[src/rtl/tape_arb_pkg.sv]
// Shared types and default widths for the tape RAM arbiter and cpu_core.
package tape_arb_pkg;

  localparam int TAPE_ADDR_W    = 12;
  localparam int TAPE_DATA_W    = 8;
  localparam int TAPE_DEPTH_DEF = 4096;

  typedef enum logic {
    S_ARB,
    S_CLEAR
  } arb_state_t;

  typedef enum logic [1:0] {
    G_NONE,
    G_CPU,
    G_VGA,
    G_CLR
  } gnt_src_t;

endpackage

[src/rtl/tape_clear_seq.sv]
// Zero-fill address sequencer: walks clr_ptr from 0 to TAPE_DEPTH-1 after start,
// then pulses done for one cycle.
module tape_clear_seq
  import tape_arb_pkg::*;
#(
  parameter int ADDR_W     = TAPE_ADDR_W,
  parameter int TAPE_DEPTH = TAPE_DEPTH_DEF
) (
  input  logic              clk,
  input  logic              resetn,
  input  logic              start,
  output logic              active,
  output logic              last,
  output logic              done,
  output logic [ADDR_W-1:0] fill_addr
);

  localparam logic [ADDR_W-1:0] LAST_ADDR = ADDR_W'(TAPE_DEPTH - 1);

  logic [ADDR_W-1:0] clr_ptr;

  assign fill_addr = clr_ptr;
  assign last      = active && (clr_ptr == LAST_ADDR);

  // start is ignored while active so a re-request cannot restart the fill
  always_ff @(posedge clk) begin
    if (!resetn) begin
      active  <= 1'b0;
      done    <= 1'b0;
      clr_ptr <= '0;
    end else begin
      done <= 1'b0;
      if (active) begin
        if (clr_ptr == LAST_ADDR) begin
          active  <= 1'b0;
          done    <= 1'b1;
          clr_ptr <= '0;
        end else begin
          clr_ptr <= clr_ptr + ADDR_W'(1);
        end
      end else if (start) begin
        active  <= 1'b1;
        clr_ptr <= '0;
      end
    end
  end

endmodule

[src/rtl/tape_arbiter.sv]
// Single-port tape RAM arbiter: CPU (r/w), VGA (read) and a zero-fill sequencer.
// Optional VGA starvation guard enabled by defining TAPE_ARB_STARVE_GUARD_EN.
module tape_arbiter
  import tape_arb_pkg::*;
#(
  parameter int ADDR_W       = TAPE_ADDR_W,
  parameter int TAPE_DEPTH   = TAPE_DEPTH_DEF,
  parameter int VGA_MAX_WAIT = 7
) (
  input  logic                   clk,
  input  logic                   resetn,
  input  logic                   clear_req,
  output logic                   clear_busy,
  output logic                   clear_done,
  input  logic                   cpu_req,
  input  logic                   cpu_we,
  input  logic [ADDR_W-1:0]      cpu_addr,
  input  logic [TAPE_DATA_W-1:0] cpu_wdata,
  output logic                   cpu_gnt,
  output logic                   cpu_rvalid,
  output logic [TAPE_DATA_W-1:0] cpu_rdata,
  input  logic                   vga_req,
  input  logic [ADDR_W-1:0]      vga_addr,
  output logic                   vga_gnt,
  output logic                   vga_rvalid,
  output logic [TAPE_DATA_W-1:0] vga_rdata,
  output logic [ADDR_W-1:0]      mem_addr,
  output logic                   mem_we,
  output logic [TAPE_DATA_W-1:0] mem_wdata,
  input  logic [TAPE_DATA_W-1:0] mem_rdata
);

  if (TAPE_DEPTH < 1 || TAPE_DEPTH > 2 ** ADDR_W) begin : g_bad_depth
    $error("tape_arbiter: TAPE_DEPTH must be in 1..2**ADDR_W");
  end
  if (VGA_MAX_WAIT < 1) begin : g_bad_wait
    $error("tape_arbiter: VGA_MAX_WAIT must be >= 1");
  end

  arb_state_t        state, state_nxt;
  gnt_src_t          src;
  logic              clear_start;
  logic              fill_active;
  logic              fill_last;
  logic              vga_force;
  logic [ADDR_W-1:0] fill_addr;

  assign clear_start = (state == S_ARB) && clear_req;
  assign clear_busy  = fill_active;

  tape_clear_seq #(
    .ADDR_W     (ADDR_W),
    .TAPE_DEPTH (TAPE_DEPTH)
  ) u_clear_seq (
    .clk       (clk),
    .resetn    (resetn),
    .start     (clear_start),
    .active    (fill_active),
    .last      (fill_last),
    .done      (clear_done),
    .fill_addr (fill_addr)
  );

`ifdef TAPE_ARB_STARVE_GUARD_EN
  localparam int                WAIT_W   = $clog2(VGA_MAX_WAIT + 1);
  localparam logic [WAIT_W-1:0] WAIT_MAX = WAIT_W'(VGA_MAX_WAIT);

  logic [WAIT_W-1:0] wait_cnt;

  assign vga_force = vga_req && (wait_cnt == WAIT_MAX);

  always_ff @(posedge clk) begin
    if (!resetn) begin
      wait_cnt <= '0;
    end else if (clear_start || !vga_req || vga_gnt) begin
      wait_cnt <= '0;
    end else if (state == S_ARB && wait_cnt != WAIT_MAX) begin
      wait_cnt <= wait_cnt + WAIT_W'(1);
    end
  end
`else
  assign vga_force = 1'b0;
`endif

  always_ff @(posedge clk) begin
    if (!resetn) begin
      state      <= S_ARB;
      cpu_rvalid <= 1'b0;
      vga_rvalid <= 1'b0;
    end else begin
      state      <= state_nxt;
      cpu_rvalid <= cpu_gnt && !cpu_we;
      vga_rvalid <= vga_gnt;
    end
  end

  // The cycle that samples clear_req still arbitrates normally.
  always_comb begin
    state_nxt = state;
    src       = G_NONE;
    case (state)
      S_ARB: begin
        if (vga_force)    src = G_VGA;
        else if (cpu_req) src = G_CPU;
        else if (vga_req) src = G_VGA;
        if (clear_req) state_nxt = S_CLEAR;
      end
      S_CLEAR: begin
        src = G_CLR;
        if (fill_last) state_nxt = S_ARB;
      end
      default: state_nxt = S_ARB;
    endcase
    if (!resetn) src = G_NONE;
  end

  always_comb begin
    cpu_gnt   = 1'b0;
    vga_gnt   = 1'b0;
    mem_we    = 1'b0;
    mem_addr  = '0;
    mem_wdata = '0;
    case (src)
      G_CPU: begin
        cpu_gnt   = 1'b1;
        mem_we    = cpu_we;
        mem_addr  = cpu_addr;
        mem_wdata = cpu_wdata;
      end
      G_VGA: begin
        vga_gnt   = 1'b1;
        mem_addr  = vga_addr;
        mem_wdata = cpu_wdata;
      end
      G_CLR: begin
        mem_we    = 1'b1;
        mem_addr  = fill_addr;
      end
      default: ;
    endcase
  end

  assign cpu_rdata = mem_rdata;
  assign vga_rdata = mem_rdata;

endmodule

[config.mk]
export PLATFORM = sky130hd
export DESIGN_NAME = tape_arbiter
export DESIGN_NICKNAME = d
export VERILOG_FILES = /design/src/rtl/tape_arb_pkg.sv /design/src/rtl/tape_clear_seq.sv /design/src/rtl/tape_arbiter.sv
export SDC_FILE = /design/constraint.sdc
export NUM_CORES = 1
export LEC_CHECK = 0
export CAP_MARGIN = 5
export CORE_ASPECT_RATIO = 1.4
export CORE_MARGIN = 2
export CORE_UTILIZATION = 37
export DETAILED_ROUTE_END_ITERATION = 8
export HOLD_SLACK_MARGIN = 0.06
export PLACE_DENSITY = 0.85
export SLEW_MARGIN = 25
export SYNTH_ARGS = -nofsm -noshare
export SYNTH_HDL_FRONTEND = slang
export SYNTH_SLANG_ARGS = --single-unit
[constraint.sdc]
create_clock -name clk -period 3.7 [get_ports clk]
set_clock_uncertainty 0.1 [all_clocks]
set_input_delay 0.37 -clock clk [delete_from_list [all_inputs] [get_ports clk]]
set_output_delay 0.37 -clock clk [all_outputs]
set_load 0.1 [all_outputs]
Word-level counts from Yosys, hierarchy flattened

Cells that the tools add are included.

Register bits: 17
Input port bits: 46
Output and inout bits: 43

Equal/unequal tests: 4
Reduce and logical (&&, ||, !) cells: 7
Bitwise operators: 1
$add $sub $neg: 1
Multiplexer cells: 19

Operators by type and width:

| cell                                                             | number |
|---|---|
| 12-bit 2-to-1 mux                                                | 3 |
| 12-bit case mux with 3 select lines                              | 1 |
| 12-bit by 1-bit adder with 12-bit output (second input constant) | 1 |
| 12-bit == test (second input constant)                           | 1 |
| 1-bit 2-to-1 mux                                                 | 8 |
| 8-bit 2-to-1 mux                                                 | 1 |
| 2-bit 2-to-1 mux                                                 | 3 |
| 2-bit == test (second input constant)                            | 2 |
| 1-bit case mux with 2 select lines                               | 2 |
| 2-bit case mux with 2 select lines                               | 1 |
| 1-bit logical AND                                                | 3 |
| 2-bit by 1-bit == test with 1-bit output (second input constant) | 1 |
| 2-bit AND reduction                                              | 1 |
| 2-bit nonzero test                                               | 1 |
| 2-bit OR reduction                                               | 1 |
| 1-bit zero test                                                  | 1 |
| 1-bit NOT                                                        | 1 |

Logic depth before layout (Yosys ltp)

Depth after elaboration: 7
Gate-level depth with buffers: 7

Modules after synthesis

Synthesis repeated with hierarchy kept, for this count alone.

Cells, all modules: 157
Area total of the unflattened synthesis: 1280.0 um^2

Modules (own cells, without submodules):

| module         | times used | area an instance (um^2) | sequential area each (um^2) | cells an instance |
|---|---|---|---|---|
| tape_clear_seq | 1          | 724.4                   | 280.3                       | 86 |
| tape_arbiter   | 1          | 555.5                   | 60.1                        | 71 |

Worst setup path after synthesis

Ideal clock, no wire load.

Path kind: input to output
From: input resetn
To: output mem_addr[10]
Arrival time: 3.534 ns
Data required time: 3.230 ns
Cell stages on the path: 7
Slack: -0.304 ns
Buffers on the path: 2
Path through: clkbuf_1 o21ai_0 inv_1 ha_1 clkbuf_1 a222oi_1 nor2_1

Cells in the longest elaborated chain, start to end: 3
Elaborated cells on any way between the ends: 5
Those cells by class: eq/ne (3); mux (2)

RTL lines:

| what                                                                             | line                | text |
|---|---|---|
| start: declaration                                                               | tape_arbiter.sv:11  | `input logic resetn,` |
| 2-bit 2-to-1 mux (*)                                                             | tape_arbiter.sv:114 | `if (!resetn) src = G_NONE;` |
| 2-bit == test / 2-bit by 1-bit == test with 1-bit output (equally long branches) | tape_arbiter.sv:123 | `case (src)` |
| 12-bit case mux with 3 select lines (*)                                          | tape_arbiter.sv:123 |  |
| end: declaration                                                                 | tape_arbiter.sv:27  | `output logic [ADDR_W-1:0] mem_addr,` |

Every way passes the cells marked *; elsewhere a longest branch is shown, timed or not.

Worst setup path in the final report

From: input cpu_req
To: output mem_addr[2]

Cells in the longest elaborated chain, start to end: 5
Elaborated cells on any way between the ends: 7
Those cells by class: eq/ne (3); mux (4)

RTL lines:

| what                                                                             | line                | text |
|---|---|---|
| start: declaration                                                               | tape_arbiter.sv:15  | `input logic cpu_req,` |
| 2-bit 2-to-1 mux (*)                                                             | tape_arbiter.sv:104 | `else if (cpu_req) src = G_CPU;` |
| 2-bit case mux with 2 select lines (*)                                           | tape_arbiter.sv:101 | `case (state)` |
| 2-bit 2-to-1 mux (*)                                                             | tape_arbiter.sv:114 |  |
| 2-bit == test / 2-bit by 1-bit == test with 1-bit output (equally long branches) | tape_arbiter.sv:123 |  |
| 12-bit case mux with 3 select lines (*)                                          | tape_arbiter.sv:123 |  |

Marked as above.

==> out/results.tsv <==
metric	value	unit
clk_latency	260	ps
cts_inserted_buffers	3	
via_count	1411	
post-synth-top-area-fraction	0.273	
synth.distinct_cells	34	
multi_input_area	767	µm²
power.share.switching	0.443	
rows	24	
synthFlopType	dfxtp_1	
power_frac_comb	0.510	
tns	0	ps
r2r_cells	5	
clock_sinks	17	
die_area	3850	µm²
hold_viol	0	
worstPathMaxFanout	8	
power.share.clock	0.205	
final_area	1990	µm²
grt_util_all_layers	0.215	
synth_top_cell_by_area	dfxtp_1	
cts_resized	0	
antenna-diode-count	0	
ant_nets	0	
worstPathArrival	2520	ps
wl	3.92	mm
slew_headroom	0.349	
syn_inst	159	
num-nets-final	257	
min_from	state	
finalPower	0.681	mW
start_util	0.395	
coreArea	3150	µm²
cp-start-kind	primary input	
synth_area_per_cell	7.83	µm²
fmax	334	MHz
viasPerCell	5.78	
grt_start_max_net_pins	15	
gp_congestion	0.798	
intPower	0.380	mW
io_pins	89	
port_buffers	64	
antenna_found_initial	0	
drtIter0Drc	97	
syn_nets	210	
drcViolationCount	0	
final-setup-viol-count	0	
r2r-end	state	
whs_endpoint	state	
synth_area_leaders	dfxtp_1, a222oi_1, buf_4	
clock_path_buffers	2	
rrSetupSlack	1700	ps
fin_cells	244	
status	complete, no violations	
cts_root_buffer	clkbuf_8	
die_h	72.6	µm
dpl.hpwl	3.06	mm
cts_tree	done	
r2r_start	u_clear_seq.fill_addr[0]	
post_cts_buffers	0	
seq_area	340	µm²
seq_power_share	0.285	
cap_viol_max_count	0	
first_global_vias	1377	
maxSlewViolCount	0	
ys_async_sr_fraction	0	
setup.worst_path.end_class	primary output	
die_w	53.0	µm
synth_warnings	0	
post_route_cells_drive_above_1_share	0.220	
clk_pin_slew	60	ps
fillers	269	
ys_ff_latch	17	
vdd_ir_drop_max	201	µV
yosysSeqAreaShare	0.273	
synth-edff-count	0	
ctsHoldBuffers	0	
p_sw	0.302	mW
area_growth	60.1	%
p_leak	0.710	nW
p_per_area	342	nW/µm²
min_path_cells	1	
grt-ovfl-total	0	
grt_pass1_wl	6.29	mm
wl_per_cell	16.1	µm
first_pass_iters	4	
post-route-min-period	2990	ps
worst_pin_slew	974	ps
fin_crit_sh	0.809	
placed_cells	240	
min_path_type	reg -> reg	
syn_area	1240	µm²
place_area	1950	µm²
rsz0062_at_grt	false	
required	3230	ps
final_core_util	0.632	
htree_levels	1	
crit_type	in -> out	
## power groups by stage
stage	logic [mW]	clock network, mW	registers (mW)
floorplan	0.297	0	0.208
finish	0.347	0.140	0.194
detailed placement	0.348	0	0.198
global placement	0.344	0	0.198
CTS	0.348	0.142	0.194
global route	0.361	0.155	0.195
## cell usage in the layout (no fill, tap or decap)
cell and n:
clkdlybuf4s50_1 41, dfxtp_1 17, buf_12 14, nor2_2 13, a222oi_1 12, buf_4 11
nand2_1 10, nor2b_1 9, nor2_1 9, nand3_1 8, o21ai_0 6, a21oi_1 6
inv_1 5, ha_1 5, or3_1 4, nor3_1 4, nand4b_1 3, o311ai_0 3
clkbuf_8 3, o31a_1 2, and2_1 2, mux2i_1 2, nor4_1 2, nand2b_1 1
o221ai_1 1, nand4_1 1, nand3_2 1, nand4_2 1, or3_4 1, o21ai_1 1
and3_1 1, a41oi_1 1, a22oi_1 1, a221oi_1 1, a2111oi_2 1, xnor2_1 1
clkbuf_1 1
## worst max path at each step
stage | start | endpoint | cells past startpoint
final | cpu_req | mem_addr[2] | 8
after global routing | cpu_req | mem_addr[1] | 8
after CTS | cpu_req | mem_addr[2] | 8
after detailed placement | cpu_req | mem_addr[2] | 8
after global placement | cpu_req | mem_addr[1] | 8
after floorplan | resetn | mem_addr[10] | 7
## cell families after synthesis
kind of cell    count (synthesis)  synth area share
compound gates                 35             0.223
xor+xnor                        1           0.00704
fa+ha+maj                       5            0.0503
buf+inv                        29             0.137
flops                          17             0.273
mux                             2            0.0161
simple gates                   70             0.293
## synthesized netlist by cell type (3+ instances only)
library cell / count
nor3_1: 4
nor2_1: 22
buf_4: 16
nand2_1: 10
nand4b_1: 3
o311ai_0: 3
a21oi_1: 6
nand3_1: 8
ha_1: 5
dfxtp_1: 17
o21ai_0: 6
or3_1: 4
nor2b_1: 9
clkbuf_1: 7
a222oi_1: 12
inv_1: 5
## area by class of cell
type                    count  share of cell area
clock buffers               4              0.0226
repair buffers             66               0.388
inverters                   5             0.00942
flip-flops and latches     17               0.171
well taps                  39              0.0245
multi-input cells         113               0.385
## state kept, by name, indices dropped and copies added (netlist names)
name / cells
u_clear_seq.fill_addr: 12
cpu_rvalid: 1
state: 1
u_clear_seq.active: 1
u_clear_seq.done: 1
vga_rvalid: 1
## critical path: stages
cell and delay (ps):
clkdlybuf4s50_1 430, o21ai_0 420, inv_1 120, ha_1 300, buf_4 200, a222oi_1 390, nor2_2 90, buf_12 200
## stage by stage
| stage | hold slack (ps) | setup WS (ps) |
|---|---|---|
| final | 401 | 708 |
| after global routing | 431 | 516 |
| after CTS | 402 | 700 |
| after detailed placement | 391 | 703 |
| after global placement | 375 | 807 |
| after floorplan | 342 | 148 |
## metal layers
| layer | global-route usage | vias up | routed length [µm] |
|---|---|---|---|
| met1 | 0.230 | 646 | 1420 |
| met2 | 0.394 | 83 | 2030 |
| li1 | - | 673 | - |
| met4 | 0.0912 | 0 | 64 |
| met3 | 0.0430 | 9 | 405 |
| met5 | 0 | - | 0 |
(Power assumes the default switching activity.)
